<file path="src/rtl/red_pitaya_trigger_arbiter.sv">
// Round-robin arbiter sharing one trigger block between NREQ consumers.
// Optional WAIT timeout with sticky per-requester flags: TRIGGER_ARBITER_TIMEOUT_EN.
module red_pitaya_trigger_arbiter #(
  parameter int NREQ = 4
) (
  input  logic            clk_i,
  input  logic            rst_i,
  input  logic [NREQ-1:0] req_i,
  output logic [NREQ-1:0] grant_o,
  output logic [NREQ-1:0] trig_o,
  output logic            rearm_o,
  input  logic            trig_i,
  input  logic [15:0]     addr,
  input  logic            wen,
  input  logic            ren,
  output logic            ack,
  output logic [31:0]     rdata,
  input  logic [31:0]     wdata
);
  localparam int PW = (NREQ > 1) ? $clog2(NREQ) : 1;

  typedef enum logic [1:0] {IDLE = 2'd0, ARM = 2'd1, WAIT = 2'd2, HOLDOFF = 2'd3} state_t;

  state_t          state, state_n;
  logic [PW-1:0]   ptr, ptr_n, g, g_n, pick, idx;
  logic            found;
  logic            enable;
  logic [31:0]     holdoff, hcnt, hcnt_n, event_cnt;
  logic [15:0]     cancel_cnt;
  logic            fire, cancel, timed_out;
  logic [31:0]     rd_mux;

  function automatic logic [NREQ-1:0] onehot(input logic [PW-1:0] i);
    onehot    = '0;
    onehot[i] = 1'b1;
  endfunction

  // Scan downward so the lowest offset from ptr is the last (winning) hit.
  always_comb begin
    found = 1'b0;
    pick  = '0;
    idx   = '0;
    for (int i = NREQ - 1; i >= 0; i--) begin
      idx = PW'((int'(ptr) + i) % NREQ);
      if (req_i[idx]) begin
        found = 1'b1;
        pick  = idx;
      end
    end
  end

  always_comb begin
    state_n = state;
    g_n     = g;
    ptr_n   = ptr;
    hcnt_n  = hcnt;
    fire    = 1'b0;
    cancel  = 1'b0;
    case (state)
      IDLE: begin
        if (enable && found) begin
          g_n     = pick;
          ptr_n   = PW'((int'(pick) + 1) % NREQ);
          state_n = ARM;
        end
      end
      ARM: state_n = WAIT;
      WAIT: begin
        if (trig_i) begin
          fire    = 1'b1;
          hcnt_n  = holdoff;
          state_n = HOLDOFF;
        end else if (!req_i[g] || !enable) begin
          cancel  = 1'b1;
          state_n = IDLE;
        end else if (timed_out) begin
          state_n = IDLE;
        end
      end
      HOLDOFF: begin
        if (hcnt == '0) state_n = IDLE;
        else            hcnt_n  = hcnt - 32'd1;
      end
      default: state_n = IDLE;
    endcase
  end

  // Outputs are registered from next-state so they line up with the state register.
  always_ff @(posedge clk_i) begin
    if (rst_i) begin
      state   <= IDLE;
      g       <= '0;
      ptr     <= '0;
      hcnt    <= '0;
      grant_o <= '0;
      trig_o  <= '0;
      rearm_o <= 1'b0;
    end else begin
      state   <= state_n;
      g       <= g_n;
      ptr     <= ptr_n;
      hcnt    <= hcnt_n;
      grant_o <= (state_n == IDLE) ? '0 : onehot(g_n);
      trig_o  <= fire ? onehot(g) : '0;
      rearm_o <= (state_n == ARM);
    end
  end

`ifdef TRIGGER_ARBITER_TIMEOUT_EN
  logic [31:0]     timeout, wait_cnt;
  logic [NREQ-1:0] sticky, sticky_set, sticky_clr;

  assign timed_out  = (timeout != '0) && (wait_cnt == timeout - 32'd1);
  // Leaving WAIT for IDLE without a cancel can only be the timeout path.
  assign sticky_set = (state == WAIT && state_n == IDLE && !cancel) ? onehot(g) : '0;
  assign sticky_clr = (wen && addr == 16'h118) ? wdata[NREQ-1:0] : '0;

  always_ff @(posedge clk_i) begin
    if (rst_i) begin
      timeout  <= '0;
      wait_cnt <= '0;
      sticky   <= '0;
    end else begin
      wait_cnt <= (state == WAIT) ? wait_cnt + 32'd1 : '0;
      sticky   <= (sticky & ~sticky_clr) | sticky_set;
      if (wen && addr == 16'h114) timeout <= wdata;
    end
  end
`else
  assign timed_out = 1'b0;
`endif

  always_comb begin
    rd_mux = '0;
    case (addr)
      16'h100: rd_mux[0] = enable;
      16'h104: rd_mux = holdoff;
      16'h108: begin
        rd_mux[8 +: NREQ] = grant_o;
        rd_mux[1:0]       = state;
      end
      16'h10C: rd_mux = event_cnt;
      16'h110: rd_mux[15:0] = cancel_cnt;
`ifdef TRIGGER_ARBITER_TIMEOUT_EN
      16'h114: rd_mux = timeout;
      16'h118: rd_mux[NREQ-1:0] = sticky;
`endif
      default: rd_mux = '0;
    endcase
  end

  // A clearing write in the same cycle as an increment wins.
  always_ff @(posedge clk_i) begin
    if (rst_i) begin
      enable     <= 1'b0;
      holdoff    <= '0;
      event_cnt  <= '0;
      cancel_cnt <= '0;
      ack        <= 1'b0;
      rdata      <= '0;
    end else begin
      ack   <= wen | ren;
      rdata <= ren ? rd_mux : '0;
      if (fire) event_cnt <= event_cnt + 32'd1;
      if (cancel && cancel_cnt != 16'hFFFF) cancel_cnt <= cancel_cnt + 16'd1;
      if (wen) begin
        case (addr)
          16'h100: enable     <= wdata[0];
          16'h104: holdoff    <= wdata;
          16'h10C: event_cnt  <= '0;
          16'h110: cancel_cnt <= '0;
          default: ;
        endcase
      end
    end
  end

endmodule
</file>
<file path="config.mk">
export PLATFORM = sky130hd
export DESIGN_NAME = red_pitaya_trigger_arbiter
export DESIGN_NICKNAME = d
export VERILOG_FILES = /design/src/rtl/red_pitaya_trigger_arbiter.sv
export SDC_FILE = /design/constraint.sdc
export NUM_CORES = 1
export LEC_CHECK = 0
export ABC_CLOCK_PERIOD_IN_PS = 3300
export CORE_ASPECT_RATIO = 0.9
export CORE_MARGIN = 5
export CORE_UTILIZATION = 55
export DETAILED_ROUTE_END_ITERATION = 6
export GPL_TIMING_DRIVEN = 0
export PLACE_DENSITY = 0.83
export SETUP_SLACK_MARGIN = 0.1
export SYNTH_ARGS = -nofsm -noshare
export SYNTH_HDL_FRONTEND = slang
export SYNTH_SLANG_ARGS = --single-unit
</file>
<file path="constraint.sdc">
create_clock -name clk_i -period 3.3 [get_ports clk_i]
set_input_delay 0.33 -clock clk_i [delete_from_list [all_inputs] [get_ports clk_i]]
set_output_delay 0.33 -clock clk_i [all_outputs]
set_load 0.05 [all_outputs]
</file>
* Word level (Yosys, flattened, before mapping)
Index checks and enable logic that the tools add are counted.
Word-level totals: register bits 161, logic and storage cells 110
Operators by class: add/sub/neg operators 7, $lt $le $gt $ge 8, equality and inequality tests 12, multiplexer cells 49, bitwise gates (word level) 3, reductions and logical operators 18
Operator list (number):
- two-way mux 32 bit | 5
- equality test 16 x 9 -> 1 bit, second input constant | 5
- case mux 32 bit (2 select lines) | 1
- two-way mux 16 bit | 3
- adder 32 x 1 -> 32 bit, second input constant | 1
- logical NOT 32 bit | 1
- case mux 16 bit (2 select lines) | 1
- subtractor 32 x 1 -> 32 bit, second input constant | 1
- two-way mux 2 bit | 10
- less-than comparator 2 x 3 -> 1 bit, second input constant | 6
- case mux 6 bit (3 select lines) | 1
- adder 16 x 1 -> 16 bit, second input constant | 1
- two-way mux 1 bit | 16
- != test 16 bit, second input constant | 1
- case mux 4 bit (4 select lines) | 1
- case mux 4 bit (3 select lines) | 1
- binary-select mux 1 bit (select 2 bit) | 5
- case mux 2 bit (4 select lines) | 1
- AND reduction 2 bit | 3
- OR reduction 2 bit | 3
- case mux 1 bit (5 select lines) | 1
- adder 2 x 1 -> 2 bit, second input constant | 2
- adder 2 bit, second input constant | 2
- demux 1 bit (select 2 bit) | 2
- other kinds (13) | 23

* Logic depth before layout (Yosys ltp)
depth in word-level cells 14, gate-level depth with buffers 9, mapped depth without buffers 7

* Least setup slack after synthesis
OpenSTA, ideal clock, no wires.
path type register -> register, start point register hcnt[4], end point register hcnt[7], setup time 0.132 ns, data arrival time 2.195 ns, data required time 3.168 ns, path slack 0.973 ns, stages on the path, launching flop included 9, path buffers 3, period minus slack after synthesis 2.327 ns, cell sequence dfxtp_1 -> or4_4 -> or4_1 -> buf_2 -> o31a_1 -> buf_6 -> buf_6 -> o21ai_0 -> a21oi_1
Between the ends: cells in the longest elaborated chain, start to end 3, elaborated cells on any way between the ends 6
RTL lines:
- from (decl) | RTL line 28 | logic [31:0] holdoff, hcnt, hcnt_n, event_cnt;
- from (signal assigned) | RTL line 102 | hcnt <= hcnt_n;
- subtractor 32 x 1 -> 32 bit / logical NOT 32 bit (equally long branches) | RTL line 82, 81
- two-way mux 32 bit / != test 2 bit (equally long branches)
- case mux 32 bit (2 select lines) / AND reduction 3 bit (equally long branches)
Several ways; a longest one is shown, not always the timed one. The select of a mux whose other input is x is not followed. A chain may end at the register's enable or synchronous reset.

* Final worst setup path
start point register hcnt[4], end point register hcnt[30]
Same word-level chain as after synthesis.

==> results.sh <==
export IMPL_worst_slew_pin_slew_ns=1.04
export IMPL_yosysMostFrequentCell="dfxtp_1"
export IMPL_critPathCapture="hcnt[30]"
export IMPL_vias=7397
export IMPL_cts_tree="yes"
export IMPL_criticalPathCategory="reg -> reg"
export IMPL_skew_ns=0.00767
export IMPL_crit_chain="nor4_1 > nand4_1 > or4_1 > a22oi_1 > o32ai_1"
export IMPL_yosys_top_cells_area="dfxtp_1 43%, nor2_1 7.2%, mux2i_1 5.4%, xor2_1 3.0%, nand2_1 2.7%"
export IMPL_grt_max_degree=18
export IMPL_netlist_cell_type_count=68
export IMPL_synth_seq_cells=161
export IMPL_r2r_start="hcnt[4]"
export IMPL_crit_family="simple AND/OR/NAND/NOR gates"
export IMPL_end_kind="flip-flop"
export IMPL_min_path_type="reg -> reg"
export IMPL_critPathMaxStageDelay_ns=0.91
export IMPL_numCtsBuffers=17
export IMPL_cts_max_level=4
export IMPL_yosysSeqAreaShare_pct=43.1
export IMPL_placementRows=40
export IMPL_areaGrowthSynthToFinish_pct=23.9
export IMPL_cap_viol_max_count=0
export IMPL_synth_avg_cell_area_um2=8.68
export IMPL_ys_warn_count=0
export IMPL_hold_viol=0
export IMPL_startpoint="hcnt[4]"
export IMPL_n_fill_cell=1022
export IMPL_cts_setup_buffers=0
export IMPL_grt_pass1_wl_mm=36.8
export IMPL_io_pins=99
export IMPL_synth_enable_flop_cells=0
export IMPL_maxSlewViolCount=0
export IMPL_synthCells=861
export IMPL_peakVddDrop_mv=0.356
export IMPL_clock_sinks=161
export IMPL_start_util_pct=56.1
export IMPL_groute_usage_overall_pct=28.9
export IMPL_synth_ff_type="dfxtp_1"
export IMPL_die_width_um=133
export IMPL_dieArea_mm2=0.0160
export IMPL_grt_pass1_vias=6765
export IMPL_drt_iter0_markers=1252
export IMPL_coreArea_mm2=0.0133
export IMPL_async_flop_share_pct=0
export IMPL_dp_final_hpwl_mm=16.9
export IMPL_power_density_mw_per_mm2=448
export IMPL_firstDrtPassIters=6
export IMPL_insertion_delay_ns=0.44
export IMPL_r2r_setup_slack_ns=0.55
export IMPL_dp_cells=1125
export IMPL_syn_nets=922
export IMPL_vias_per_cell=6.39
export IMPL_gp_congestion=0.978
export IMPL_port_buffers=96
export IMPL_drt_wl_total_mm=23.4
export IMPL_drc=0
export IMPL_cts_resized=0
export IMPL_cts_hold_buf=0
export IMPL_cp_arrival_ns=3.05
export IMPL_yosys_top_cells_count="161 x dfxtp_1, 144 x nor2_1, 53 x nand2_1"
export IMPL_wl_per_cell_um=20.2
export IMPL_setup_violations_final=0
export IMPL_cp_slowest_cell="nor4_1"
export IMPL_netlist_area_mm2=0.00747
export IMPL_period_share_pct=83.2
export IMPL_synth_top_area_share_pct=43.1
export IMPL_path_depth=5
export IMPL_worst_endpoint_required_ns=3.60
export IMPL_r2r_end="hcnt[30]"
export IMPL_status="finished clean"
export IMPL_cp_num_buf_inv=0
export IMPL_die_y_um=121
export IMPL_antenna_cells=0
export IMPL_max_freq_ghz=0.364
export IMPL_antenna_found_initial=0
export IMPL_drive_above_1_share_pct=5.76
export IMPL_fin_tns_setup_ns=0
export IMPL_ant_nets=0
export IMPL_worstPathMaxFanout=7
export IMPL_fin_cells=1157
export IMPL_cp_start_kind="flip-flop"
export IMPL_rsz0062_at_grt="no"
export IMPL_final_min_clock_period_ns=2.75
export IMPL_yosysTopAreaCell="dfxtp_1"
export IMPL_overflow=0
export IMPL_clockBufferDepth=2
export IMPL_p_leak_nw=3.07
export IMPL_path_clk_slew_ns=0.07
export IMPL_reg2regPathDepth=5
export IMPL_nets=1037
export IMPL_clockRootBuffer="clkbuf_16"
export IMPL_slew_limit_headroom_pct=30.1
[area by class of cell]
type / count / area (µm²) / share of cell area [%]
repair buffers: 96 / 961 / 10.4
flip-flops and latches: 161 / 3220 / 34.8
multi-input cells: 635 / 3980 / 43.0
clock inverters: 15 / 185 / 2.00
inverters: 9 / 33.8 / 0.365
plain buffers: 56 / 238 / 2.57
well taps: 168 / 210 / 2.27
clock buffers: 17 / 425 / 4.59
[power by group]
part           total (mW)  switching [mW]  internal, mW
registers            1.94        0.000154          1.94
logic               0.144          0.0712        0.0724
clock network        2.06           0.908          1.15
total                4.15           0.980          3.17
[layout by cell type, fill, tap and decap left out, types with 6 or more instances in the layout]
master           instances
a211oi_1                 6
a21oi_1                 37
a222oi_1                16
a22oi_1                 20
a31oi_1                 15
and2_1                   7
and3_1                   6
and4_1                   6
buf_2                    7
clkbuf_1                43
clkbuf_16               17
clkdlybuf4s50_1         96
dfxtp_1                161
inv_1                    9
inv_6                    8
mux2i_1                 40
nand2_1                 53
nand2b_1                 9
nand3_1                 25
nand4_1                 27
nor2_1                 144
nor3_1                  25
nor4_1                  21
o21ai_0                 15
o311ai_0                 6
o31ai_1                 15
or3_1                   10
or4_1                   11
xnor2_1                 18
xor2_1                  26
[worst min-delay path by stage]
stage                  start        to  slack [ns]  cells after the start
floorplan                ren       ack        0.45                      2
global placement    hcnt[26]  hcnt[26]        0.46                      2
detailed placement  hcnt[31]  hcnt[31]        0.47                      2
CTS                 hcnt[31]  hcnt[31]        0.48                      2
global route        hcnt[31]  hcnt[31]        0.51                      2
finish              hcnt[25]  hcnt[25]        0.49                      2
[worst reg2reg max path, stage by stage, from the launching register on]
cell and delay, ns:
dfxtp_1 0.37, nor4_1 0.91, nand4_1 0.53, or4_1 0.55, a22oi_1 0.15, o32ai_1 0.11
[cell families (layout without fill, tap and decap cells)]
family	count (synthesis)	count (layout)	share of synthesized area (%)
AO/OA/AOI/OAI	170	170	16.4
adder cells (fa/ha/maj)	4	4	0.670
flip-flops	161	161	43.1
XOR/XNOR	44	44	5.16
buffers and inverters	65	193	3.63
AND/OR/NAND/NOR	376	376	25.4
multiplexers	41	41	5.66
[layer usage]
| layer | part of all wire, % | GRT usage, % | wire length (µm) | vias to the layer above |
|---|---|---|---|---|
| met5 | 0 | 0 | 0 | - |
| met4 | 2.4 | 9.87 | 570 | 0 |
| met3 | 10 | 6.41 | 2450 | 53 |
| met2 | 46 | 46.1 | 10800 | 445 |
| met1 | 41 | 39.0 | 9550 | 3480 |
| li1 | - | - | - | 3419 |
[through the flow]
step	total power [mW]	hold WS [ns]	instance area (µm²)	setup slack, ns	util [%]
floorplan	2.03	0.446	7470	0.973	-
global placement	2.13	0.463	8640	0.230	64.9
detailed placement	2.13	0.473	8640	0.242	64.9
CTS	4.15	0.484	9250	0.362	69.5
global route	4.24	0.511	9260	0.397	69.6
finish	4.15	0.486	9260	0.555	69.6
[state kept, by name (all words and copies together), names as in the netlist, 2 cells and up]
| signal | cells |
|---|---|
| event_cnt | 32 |
| hcnt | 32 |
| holdoff | 32 |
| rdata | 32 |
| cancel_cnt | 16 |
| grant_o | 4 |
| trig_o | 4 |
| g | 2 |
| ptr | 2 |
| state | 2 |
Power figures use the tool's default switching activity.
